===== config.mk =====
export PLATFORM = sky130hd
export DESIGN_NAME = pipe_stage_skid
export DESIGN_NICKNAME = d
export VERILOG_FILES = /design/src/rtl/pipe_stage_skid.sv
export SDC_FILE = /design/constraint.sdc
export NUM_CORES = 1
export LEC_CHECK = 0
export BUFFER_PORTS_ARGS = -buffer_cell sky130_fd_sc_hd__buf_4
export CORE_MARGIN = 2
export CORE_UTILIZATION = 38
export CTS_CLUSTER_SIZE = 40
export DETAILED_ROUTE_END_ITERATION = 7
export PLACE_DENSITY = 0.66
export SETUP_SLACK_MARGIN = 0.15
export SYNTH_ARGS = -nofsm -noshare
export SYNTH_HDL_FRONTEND = slang
export SYNTH_SLANG_ARGS = --single-unit
export TNS_END_PERCENT = 5

===== constraint.sdc =====
create_clock -name CLK -period 9.5 [get_ports CLK]
set_clock_uncertainty 0.15 [all_clocks]
set_input_delay 0.95 -clock CLK [delete_from_list [all_inputs] [get_ports CLK]]
set_output_delay 0.95 -clock CLK [all_outputs]
set_load 0.05 [all_outputs]

===== src/rtl/pipe_stage_skid.sv =====
// pipe_stage_skid: two-entry skid buffer stage; in_* upstream handshake, out_* registered head, flush squash, sticky halted, saturating stall_cnt
module pipe_stage_skid #(
  parameter int WIDTH = 128,
  parameter int CNT_W = 16
) (
  input  logic             CLK,
  input  logic             RST,
  input  logic             in_valid,
  output logic             in_ready,
  input  logic [WIDTH-1:0] in_data,
  input  logic             in_halt,
  output logic             out_valid,
  input  logic             out_ready,
  output logic [WIDTH-1:0] out_data,
  output logic             out_halt,
  input  logic             flush,
  output logic             halted,
  output logic [CNT_W-1:0] stall_cnt
);
  typedef enum logic [1:0] {EMPTY, ONE, TWO} state_e;
  state_e state_q, state_d;
  logic [WIDTH-1:0] head_q, head_d, skid_q, skid_d;
  logic head_halt_q, head_halt_d, skid_halt_q, skid_halt_d;
  logic ready_q, ready_d, halted_q, halted_d;
  logic [CNT_W-1:0] cnt_q, cnt_d;
  logic accept, deliver, load_head, load_skid, skid_to_head;
  assign accept = in_valid & ready_q;
  assign deliver = out_valid & out_ready;
  assign out_valid = state_q != EMPTY;
  assign in_ready = ready_q;
  assign out_data = head_q;
  assign out_halt = head_halt_q;
  assign halted = halted_q;
  assign stall_cnt = cnt_q;
  always_comb begin
    state_d = state_q;
    case (state_q)
      EMPTY: state_d = accept ? ONE : EMPTY;
      ONE: state_d = (accept & ~deliver) ? TWO : (deliver & ~accept) ? EMPTY : ONE;
      TWO: state_d = deliver ? ONE : TWO;
      default: state_d = EMPTY;
    endcase
    if (flush) state_d = EMPTY;
  end
  assign load_head = ~flush & accept & ((state_q == EMPTY) | ((state_q == ONE) & deliver));
  assign load_skid = ~flush & accept & (state_q == ONE) & ~deliver;
  assign skid_to_head = ~flush & deliver & (state_q == TWO);
  assign head_d = skid_to_head ? skid_q : load_head ? in_data : head_q;
  assign head_halt_d = skid_to_head ? skid_halt_q : load_head ? in_halt : head_halt_q;
  assign skid_d = load_skid ? in_data : skid_q;
  assign skid_halt_d = load_skid ? in_halt : skid_halt_q;
  assign halted_d = halted_q | (deliver & head_halt_q);
  assign ready_d = (state_d != TWO) & ~halted_d;
  assign cnt_d = (out_valid & ~out_ready & ~&cnt_q) ? cnt_q + 1'b1 : cnt_q;
  always_ff @(posedge CLK or posedge RST) begin
    if (RST) begin
      state_q <= EMPTY;
      head_q <= '0;
      head_halt_q <= 1'b0;
      skid_q <= '0;
      skid_halt_q <= 1'b0;
      ready_q <= 1'b0;
      halted_q <= 1'b0;
      cnt_q <= '0;
    end else begin
      state_q <= state_d;
      head_q <= head_d;
      head_halt_q <= head_halt_d;
      skid_q <= skid_d;
      skid_halt_q <= skid_halt_d;
      ready_q <= ready_d;
      halted_q <= halted_d;
      cnt_q <= cnt_d;
    end
  end
endmodule


Word level (Yosys, flattened, before mapping):

Index checks and enable logic that the tools add are counted.
Widths: inputs -> output; s select.

* register bits after elaboration: 278
* input port bits: 134

* bitwise logic cells: 22
* multiplexer cells: 10
* reductions and logical operators: 5
* equal/unequal tests: 3
* add/sub/neg operators: 1

Operators by type and width (count)
* $mux 128: 2
* $add 16x1->16 const B: 1
* $reduce_and 16->1: 1
* $and 1x1->1: 15
* $mux 2: 3
* $pmux 2 s3: 1
* $not 1->1: 5
* $mux 1: 4
* $reduce_bool 2->1: 2
* $eq 2x1->1 const B: 1
* $eq 2x2->1 const B: 1
* $logic_not 2->1: 1
* $ne 2x2->1 const B: 1
* $or 1x1->1: 2
* $logic_not 1->1: 1

Depth between registers and ports, before layout:

Gate-level depths: netlist of the first run.

* depth after elaboration: 9
* depth in mapped cells: 6
* gate-level depth less buffers: 5

Worst setup path before layout of the first run:

No wires, ideal clock.

* kind: input -> register
* start point: in in_valid
* end point: reg head_q[0], in the netlist out_data[0]
* data arrival time: 2.075 ns
* library setup time: 0.125 ns
* slack: 7.150 ns
* cell stages on the path: 6
* cell sequence: and3b_1 > nand2_1 > a21oi_2 > buf_12 > buf_12 > mux2_4

* longest elaborated chain between the ends: 4

Ends and longest elaborated chain
* start, declared: line 8 `input logic in_valid,`
* $and 1x1->1: line 27 `assign accept = in_valid & ready_q;`
* $and 1x1->1 (2 in a row): line 45 `assign load_head = ~flush & accept & ((state_q == EMPTY) | ((state_q == ONE) & deliver));`
* $reduce_bool 2->1 (no source line)
* end signal, assigned: line 58 `head_q <= '0;`
* end signal, assigned: line 67 `head_q <= head_d;`
* end, declared: line 22 `logic [WIDTH-1:0] head_q, head_d, skid_q, skid_d;`

No other way between the ends.
A chain may end at the register's enable or synchronous reset.

Worst setup path after layout of the first run:

* start point: reg state_q[1]
* end point: reg head_q[14], in the netlist out_data[14]

* longest elaborated chain between the ends: 6

Ends and longest elaborated chain
* start, declared: line 21 `state_e state_q, state_d;`
* start signal, assigned: line 66 `state_q <= state_d;`
* $reduce_bool 2->1: line 29 `assign out_valid = state_q != EMPTY;`
* $and 1x1->1: line 28 `assign deliver = out_valid & out_ready;`
* $and 1x1->1: line 45
* $or 1x1->1: line 45
* $and 1x1->1: line 45
* $reduce_bool 2->1 (no source line)

Several ways; a longest one is shown, not always the timed one.

==> summary.md, run 1 <==
| Metric | Value |
|---|---|
| Final setup viols | `0` |
| Worst-path clk slew | `0.06 ns` |
| Power density cells | `roughly 340 nW/um^2` |
| First-pass GRT wire length | `42800 um` |
| Setup crit end kind | `flop` |
| Clock tree buffer depth | `3` |
| Syn_nets | `a little over 900` |
| DRT iter0 DRCs | `200` |
| CP max-delay cell | `buf_4` |
| Gpl congestion | `between 0.7 and 0.8` |
| Area fraction of the dominant cell type after synthesis | `52.7%` |
| IO Count | `approximately 280` |
| Final min period | `about 3.3 ns` |
| All-Layer GR Usage | `14.7%` |
| DRC viols | `0` |
| # diodes | `0` |
| Total core area | `about 34000 um^2` |
| Worst skew pair latency | `0.56 ns` |
| Largest cells by area after synthesis | `dfrtp_1 53%, mux2_4 24%, mux2_2 15%` |
| Peak supply drop | `0.236 mV` |
| CP top delay family | `buffers and inverters` |
| Switching Fraction | `39.2%` |
| Die ar. | `36300 um^2` |
| RSZ-0062 raised after global routing | `no` |
| Worst hold slack | `0.341 ns` |
| First-pass DRT Iterations | `4` |
| Logic pwr share | `42.8%` |
| H-tree levels | `1` |
| Port bufs | `281` |
| Max Fclk | `around 300 MHz` |
| Sequential power share | `35.4%` |
| Layout cells sized above 1 | `68.6%` |
| Initial antenna violation count | `0` |
| Required @ worst endpoint | `about 10 ns` |
| Die Ht | `190 um` |
| Routed length per instance | `about 18 um` |
| Slew HR | `28.1%` |
| Slew Limit Fails | `0` |
| Total number of vias | `7349` |
| Ys Warns | `0` |
| Most common cell in the synthesized netlist | `dfrtp_1` |
| Area growth syn-to-layout | `24.8%` |
| Maxcap violations | `0` |
| Die width | `190 um` |
| Final WL | `27200 um` |
| HP Class | `input port to async pin` |
| Grt total ovfl | `0` |
| # clock sinks | `278` |
| Via-to-Cell Ratio | `4.76` |
| NumNets Final | `1202` |
| Cells after Synth | `785` |
| Post-synth top area cell | `dfrtp_1` |
| Initial Util | `about 38%` |
| Fin. Hold Viols | `0` |
| Slew @ Worst Pin | `1.08 ns` |
| CTS tree | `built` |
| HPWL Detailed | `17400 um` |
| Routed Antenna Nets | `0` |
| Placed Cells | `1489` |
| Fin Setup TNS | `0 ns` |
| Ys flop type | `dfrtp_1` |
| Slowest stage delay, CP | `0.78 ns` |
| Layout Utilization | `a little under half` |
| CP max FO | `between 40 and 50` |
| Setup CP Type | `flop to flop` |
| Core Rows | `68` |
| Critical-path cell list | `and3b_1, nand2_1, a21oi_4, buf_4, buf_4, mux2_4` |
| Crit path DAT | `3.62 ns` |
| Int Power | `~0.0034 W` |
| CTS buffer count | `31` |
| Sequential share of the synthesized area | `52.7%` |
| Clk root buf | `clkbuf_16` |
| Cell mode on critical path | `buf_4` |
| Startpoint types | `flop` |
| Total net switching power | `0.00220 W` |
| Number of synthesized flops with an enable pin | `0` |
| Worst path bufs/invs | `2` |
| Setup bufs post-CTS | `0` |
| Seq cells post-synth | `278` |
| Fillers | `3073` |
| Finished Layout Cells | `roughly 1500` |
| Clock power share | `21.7%` |
| Pwr Total | `0.00560 W` |
| Static leakage | `roughly 8 nW` |
| Via count of the first global-routing pass | `7828` |
| Status | `completed` |
| Netlist cell types | `39` |
| Post-synth top cells | `278 x dfrtp_1, 210 x mux2_4, 181 x mux2_2` |
| Post-route clock period utilization | `a little over a third` |
| Post-synth ARST share | `100%` |
| # hold bufs at CTS | `0` |
| Post-CTS Resized | `0` |
| Pin count of the biggest net entering global routing | `100` |
| Synthesized area per cell | `about 17 um^2` |
| Cell Area, Synth | `between 10000 and 15000 um^2` |
state kept, by name, indices dropped and copies added (netlist names):
register and flops:
in_ready 1, out_data 128, stall_cnt 16, skid_halt_q 1
state_q 2, halted 1, skid_q 128, out_halt 1
kinds of logic (layout without fill, tap and decap cells):
kind of cell / Yosys count / after routing / synth area share (%)
muxes: 392 / 392 / 39.4
AOI/OAI and AO/OA: 13 / 13 / 0.768
DFF: 278 / 278 / 52.7
buffers and inverters: 43 / 348 / 4.19
and+or+nand+nor: 48 / 48 / 2.21
adders and majority gates: 1 / 1 / 0.0947
xor gates and xnor gates: 10 / 10 / 0.663
layer usage:
layer	global-route usage, %	share of wire [%]	vias to the layer above
met5	0	0	-
met4	4.17	2.8	0
met1	19.0	44	3729
met3	4.93	7.8	47
met2	23.6	45	195
li1	-	-	3378
power groups by stage:
stage | clock network [W] | registers [W] | logic, W
after floorplan | 0 | 0.00297 | 0.000740
after global placement | 0 | 0.00198 | 0.00239
after detailed placement | 0 | 0.00200 | 0.00242
after CTS | 0.00126 | 0.00199 | 0.00242
after global routing | 0.00130 | 0.00205 | 0.00250
final | 0.00122 | 0.00198 | 0.00240
placed cells by master (no fill, tap or decap), types with 2 or more instances in the layout:
cell and n:
dfrtp_1 278, nor3_1 7, clkinv_2 8, mux2_2 181, xor2_1 9, nand2_1 8, nor4_1 3, nor3b_1 2
nand2b_1 2, nand3_1 5, clkbuf_16 31, buf_4 291, o21ba_2 3, clkbuf_1 4, a21oi_1 2, nor2_1 8
nand4_1 4, bufinv_16 2, mux2_4 210, clkbuf_8 11
stage by stage:
step / instance area (um^2) / setup slack, ns
2_1_floorplan: 13200 / 0.735
3_3_place_gp: 15400 / 5.69
3_5_place_dp: 15400 / 5.64
4_1_cts: 16500 / 6.14
5_1_grt: 16500 / 6.01
6_report: 16500 / 6.17
layout make-up:
type / instances / area [um^2] / area share [%]
Inverter: 1 / 11.3 / 0.0683
Clock inverter: 10 / 100 / 0.607
Clock buffer: 46 / 942 / 5.72
Timing Repair Buffer: 291 / 2180 / 13.3
Tap cell: 455 / 569 / 3.45
Multi-Input combinational cell: 464 / 5710 / 34.7
Sequential cell: 278 / 6960 / 42.2
worst reg2reg max path, stage by stage, from the launching register on:
cell and delay (ns):
dfrtp_1 0.46, and3b_1 0.33, nand2_1 0.12, a21oi_4 0.39
buf_4 0.57, buf_4 0.79, mux2_4 0.39
path summary, 6_finish.rpt:
kind | startpoint | end | slack [ns] | cells after the start
worst max-delay path | state_q[1]$_DFF_PP0_ | out_data[14]$_DFFE_PP0P_ | 6.17 | 6
worst min-delay path | RST | out_data[77]$_DFFE_PP0P_ | 0.34 | 2
worst max register to register | state_q[1]$_DFF_PP0_ | out_data[14]$_DFFE_PP0P_ | 6.17 | 6
worst min register to register | stall_cnt[14]$_DFFE_PP0P_ | stall_cnt[14]$_DFFE_PP0P_ | 0.34 | 1
max in group asynchronous | RST | out_data[15]$_DFFE_PP0P_ | 6.71 | 4
min in group CLK | stall_cnt[14]$_DFFE_PP0P_ | stall_cnt[14]$_DFFE_PP0P_ | 0.34 | 1
Power figures use the tool's default switching activity.
==> inputs of run 2 (changes only) <==
Clock period 9.5 ns to 3.2 ns, I/O delays scaled along.
==> run 2 against run 1 <==
Net effect:
- sequential power grew to 3.0 times the previous value
- via count grew 7.6%
- total power grew to 3.0 times the previous value
- sequential share of layout area shrank 3.8 points
- count of clock-buffer cells in the layout grew 6
- highest routed layer unchanged
- hold slack lost 0.22 ns
- non-clock buffer count grew 141
==> summary.md, run 2 (synthesized netlist as in run 1, its figures left out) <==
| Metric | Value |
|---|---|
| Status | `completed` |
| Most frequent cells in the layout | `285 x buf_4, 278 x dfrtp_1, 210 x mux2_4` |
| Final min period | `2.28 ns` |
| Sequential power share | `about a third` |
| Most common cell after layout, fill and taps aside | `buf_4` |
| Logic pwr share | `a little over two fifths` |
| Final WL | `28300 um` |
| Total net switching power | `0.00658 W` |
| Fin. Hold Viols | `0` |
| HPWL Detailed | `~18000 um` |
| Pre-CTS setup slack | `0.914 ns` |
| Hold Path Cell Cnt | `5` |
| Static leakage | `8.66 nW` |
| Flop2flop setup slack | `0.92 ns` |
| Setup CP Type | `flop to flop` |
| Worst R2R Start | `state_q[0]$_DFF_PP0_` |
| Critical-path cell list | `nand3b_4, nor2_4, buf_12, buf_12, mux2_4, mux2_4` |
| Gpl congestion | `0.747` |
| Clock tree buffer depth | `3` |
| All-Layer GR Usage | `15.6%` |
| Placed Cells | `roughly 1500` |
| First-pass DRT Iterations | `4` |
| Total number of vias | `7910` |
| Worst Reg2Reg Path Length in Cells | `6` |
| CP top delay family | `multiplexers` |
| Die ar. | `about 36000 um^2` |
| NumNets Final | `1346` |
| Startpoint types | `flop` |
| Routed Antenna Nets | `0` |
| Switching Fraction | `38.7%` |
| HP Start | `in_valid` |
| Worst-path clk slew | `approximately 0.050 ns` |
| Slowest stage delay, CP | `0.46 ns` |
| HP Class | `input port to flop` |
| Crit path DAT | `2.51 ns` |
| # clock sinks | `278` |
| Total core area | `34400 um^2` |
| Clk root buf | `clkbuf_16` |
| DRC viols | `0` |
| Peak supply drop | `0.685 mV` |
| Post-route clock period utilization | `71.3%` |
| Slew @ Worst Pin | `0.680 ns` |
| Power density cells | `938 nW/um^2` |
| CP max FO | `17` |
| Area growth syn-to-layout | `37.2%` |
| Finished Layout Cells | `around 1700` |
| Final WS setup | `0.917 ns` |
| Port bufs | `281` |
| # diodes | `0` |
| Layout cells sized above 1 | `~60%` |
| Grt total ovfl | `0` |
| Final setup viols | `0` |
| Setup crit end kind | `flop` |
| Post-DP Area | `15700 um^2` |
| Pin count of the biggest net entering global routing | `85` |
| Die width | `190 um` |
| H-tree levels | `2` |
| Worst path bufs/invs | `2` |
| Required @ worst endpoint | `3.43 ns` |
| RSZ-0062 raised after global routing | `no` |
| IO Count | `282` |
| Clock power share | `22.2%` |
| Int Power | `0.0104 W` |
| CTS tree | `built` |
| Via count of the first global-routing pass | `around 8600` |
| DRT iter0 DRCs | `220` |
| Worst skew pair latency | `about 0.50 ns` |
| Initial antenna violation count | `0` |
| Slew HR | `54.6%` |
| Endpoint, Worst Hold | `state_q[0]$_DFF_PP0_` |
| Slew Limit Fails | `0` |
| Core Rows | `68` |
| Die Ht | `190 um` |
| Design area | `~18000 um^2` |
| CTS buffer count | `34` |
| Maxcap violations | `0` |
| CP max-delay cell | `dfrtp_1` |
| Max Fclk | `438 MHz` |
| Initial Util | `38.4%` |
| Routed length per instance | `16.7 um` |
| Via-to-Cell Ratio | `approximately 4.7` |
| Worst r2r dst | `out_data[11]$_DFFE_PP0P_` |
| First-pass GRT wire length | `45600 um` |
==> run 2: routing by layer <==
metal	GRT usage (%)	vias to the layer above	routed length, um
met5	0	-	0
met4	3.85	0	511
met3	4.71	38	1990
met2	25.9	209	13400
met1	19.9	3989	12400
li1	-	3674	-
==> run 2: power groups by stage <==
stage / Clock (W) / Sequential [W] / Combinational (W)
after floorplan: 0 / 0.00881 / 0.00220
after global placement: 0 / 0.00589 / 0.00712
after detailed placement: 0 / 0.00593 / 0.00722
after CTS: 0.00392 / 0.00591 / 0.00736
after global routing: 0.00406 / 0.00611 / 0.00761
final: 0.00378 / 0.00591 / 0.00729
==> run 2: final cells by class <==
type / count / area [um^2]
fillers: 2860 / 16300
flip-flops and latches: 278 / 6960
repair buffers: 432 / 3750
multi-input cells: 464 / 5710
clock buffers: 52 / 1060
well taps: 455 / 569
clock inverters: 5 / 52.6
inverters: 1 / 7.51
==> run 2: worst max path at each step <==
stage,startpoint,end,slack (ns),cells after the start
floorplan,RST,halted$_DFF_PP0_,-0.95,1
global placement,state_q[0]$_DFF_PP0_,out_data[11]$_DFFE_PP0P_,0.96,6
detailed placement,state_q[0]$_DFF_PP0_,out_data[83]$_DFFE_PP0P_,0.91,5
CTS,state_q[0]$_DFF_PP0_,out_data[89]$_DFFE_PP0P_,0.89,5
global route,state_q[0]$_DFF_PP0_,out_data[70]$_DFFE_PP0P_,0.82,6
finish,state_q[0]$_DFF_PP0_,out_data[11]$_DFFE_PP0P_,0.92,6
==> run 2: worst reg2reg max path: stages (launching register included) <==
cell	delay (ns)
dfrtp_1	0.46
nand3b_4	0.23
nor2_4	0.27
buf_12	0.24
buf_12	0.23
mux2_4	0.33
mux2_4	0.26
==> run 2: repair_timing <==
action	in CTS	in global routing
endpoints found under the hold margin	151	0
hold buffers	133	0
setup endpoints to repair	0	0
setup buffers	0	0
resized for setup	0	0
==> run 2: per-stage QoR <==
stage	utilization [%]	hold WS (ns)	total power (W)	TNS, ns
after CTS	52.7	0.101	0.0172	0
after detailed placement	45.6	0.315	0.0131	0
after floorplan	-	0.236	0.0110	-263.92
after global placement	45.6	0.309	0.0130	0
after global routing	52.7	0.145	0.0178	0
final	52.7	0.121	0.0170	0
==> inputs of run 3 (changes only) <==
Settings changed: PLACE_DENSITY 0.66 to 0.68.
Clock period 3.2 ns to 2.1 ns, I/O delays scaled along.
==> run 3 against run 2 <==
Net effect:
- die area is the same
- hold slack lost 0.038 ns
- first-iteration DRC count shrank 17%
- total power grew 52%
- highest routed layer unchanged
- via count grew 4.0%
- final cell count grew 4.0%
- critical endpoint is now out_data[17]$_DFFE_PP0P_
- critical path type unchanged
- utilization grew 2.6 points
- largest power group unchanged
==> summary.md, run 3 (synthesized netlist as in run 1, its figures left out) <==
| Metric | Value |
|---|---|
| Die ar. | `between 30000 and 40000 um^2` |
| Worst hold slack | `around 0.083 ns` |
| Crit path DAT | `2.30 ns` |
| Status | `completed` |
| DRT iter0 DRCs | `183` |
| Via-to-Cell Ratio | `4.69` |
| Final min period | `2.01 ns` |
| Slew @ Worst Pin | `0.451 ns` |
| Pin count of the biggest net entering global routing | `74` |
| First-pass GRT wire length | `48000 um` |
| First-pass DRT Iterations | `4` |
| Worst-path clk slew | `0.06 ns` |
| Peak supply drop | `1.00 mV` |
| Power density cells | `1360 nW/um^2` |
| Static leakage | `between 9 and 10 nW` |
| Most common cell after layout, fill and taps aside | `buf_4` |
| Port bufs | `281` |
| H-tree levels | `1` |
| HP Class | `input port to async pin` |
| RSZ-0062 raised after global routing | `yes` |
| Die Ht | `190 um` |
| Slew HR | `69.7%` |
| CP max FO | `7` |
| Layout cells sized above 1 | `63.2%` |
| Final setup viols | `0` |
| Clk root buf | `clkbuf_16` |
| NumNets Final | `approximately 1400` |
| Final WL | `~31000 um` |
| Post-route clock period utilization | `95.9%` |
| Required @ worst endpoint | `approximately 2.4 ns` |
| Startpoint types | `flop` |
| All-Layer GR Usage | `between 15 and 20%` |
| IO Count | `282` |
| Max Fclk | `496 MHz` |
| Gpl congestion | `0.750` |
| Core Rows | `68` |
| Area growth syn-to-layout | `43.8%` |
| CTS tree | `built` |
| Die width | `190 um` |
| Most frequent cells in the layout | `325 x buf_4, 277 x dfrtp_1, 210 x mux2_4` |
| # clock sinks | `approximately 280` |
| Total core area | `34400 um^2` |
| Total number of vias | `between 8000 and 9000` |
| Area of the multi-input gates | `5720 um^2` |
| Via count of the first global-routing pass | `8911` |
| Fin Setup TNS | `0 ns` |
| Initial antenna violation count | `0` |
| Clock tree buffer depth | `3` |
| Initial Util | `~38%` |
| Setup CP Type | `flop to flop` |
| Fillers | `roughly 2800` |
| # diodes | `0` |
| HPWL Detailed | `19800 um` |
| Grt total ovfl | `0` |
| Setup crit end kind | `flop` |
| CTS buffer count | `31` |
| Worst skew pair latency | `roughly 0.55 ns` |
| Register Area | `6960 um^2` |
| Routed length per instance | `17.6 um` |
| Routed Antenna Nets | `0` |
| Maxcap violations | `0` |
| Fin. Hold Viols | `0` |
| DRC viols | `0` |
| Slew Limit Fails | `0` |
## run 3: timing repair
action | 4_1_cts | 5_1_grt
resized for setup | 3 | 7
hold endpoints to repair | 459 | 0
cloned | 2 | 7
pin swaps | 2 | 3
hold buffers | 133 | 0
endpoints found under the setup margin | 124 | 136
buffers inserted | 9 | 8
## run 3: worst max-delay path: stages, from the launching register on
cell	delay (ns)
dfrtp_2	0.45
and3b_1	0.26
nand2_2	0.07
a21oi_4	0.17
buf_12	0.16
buf_12	0.16
clkbuf_16	0.18
mux2_4	0.30
## run 3: layer usage
layer / vias to the layer above / global-route usage, % / share of wire (%)
li1: 3822 / - / -
met1: 4162 / 21.3 / 44
met2: 203 / 27.8 / 48
met3: 37 / 4.25 / 6.3
met4: 0 / 3.76 / 1.6
met5: - / 0 / 0
## run 3: layout make-up
class / count / area share (%)
Inverter: 1 / 0.0395
Clock inverter: 9 / 0.665
Multi-Input combinational cell: 464 / 30.1
Sequential cell: 278 / 36.6
Tap cell: 455 / 3.00
Clock buffer: 47 / 4.77
Timing Repair Buffer: 501 / 24.8
## run 3: path summary, 6_finish.rpt
kind / from / endpoint / slack [ns] / depth (start not counted)
hold reg to reg: skid_q[75]$_DFFE_PP0P_ / skid_q[75]$_DFFE_PP0P_ / 0.35 / 1
hold / removal: RST / skid_q[65]$_DFFE_PP0P_ / 0.08 / 3
setup reg to reg: state_q[1]$_DFF_PP0_ / out_data[17]$_DFFE_PP0P_ / 0.09 / 7
setup / recovery: state_q[1]$_DFF_PP0_ / out_data[17]$_DFFE_PP0P_ / 0.09 / 7
max in group asynchronous: RST / out_data[124]$_DFFE_PP0P_ / 1.00 / 4
min in group CLK: in_data[49] / skid_q[49]$_DFFE_PP0P_ / 0.29 / 3
## run 3: metrics by stage
stage / total power (W) / setup slack (ns) / util, % / area, um^2 / std cells
2_1_floorplan: 0.0168 / -1.94 / - / 13200 / 785
3_3_place_gp: 0.0199 / 0.0733 / 47.0 / 16200 / 1540
3_5_place_dp: 0.0201 / 0.0535 / 47.0 / 16200 / 1540
4_1_cts: 0.0260 / 0.0738 / 54.4 / 18700 / 1740
5_1_grt: 0.0271 / 0.0352 / 55.2 / 19000 / 1755
6_report: 0.0259 / 0.0856 / 55.2 / 19000 / 1755
## run 3: power breakdown
group | internal (W) | total [W] | leakage (nW) | switching [W]
Clock | 0.00332 | 0.00547 | 0.505 | 0.00215
Combinational | 0.00482 | 0.0114 | 5.12 | 0.00655
Sequential | 0.00766 | 0.00905 | 3.48 | 0.00139
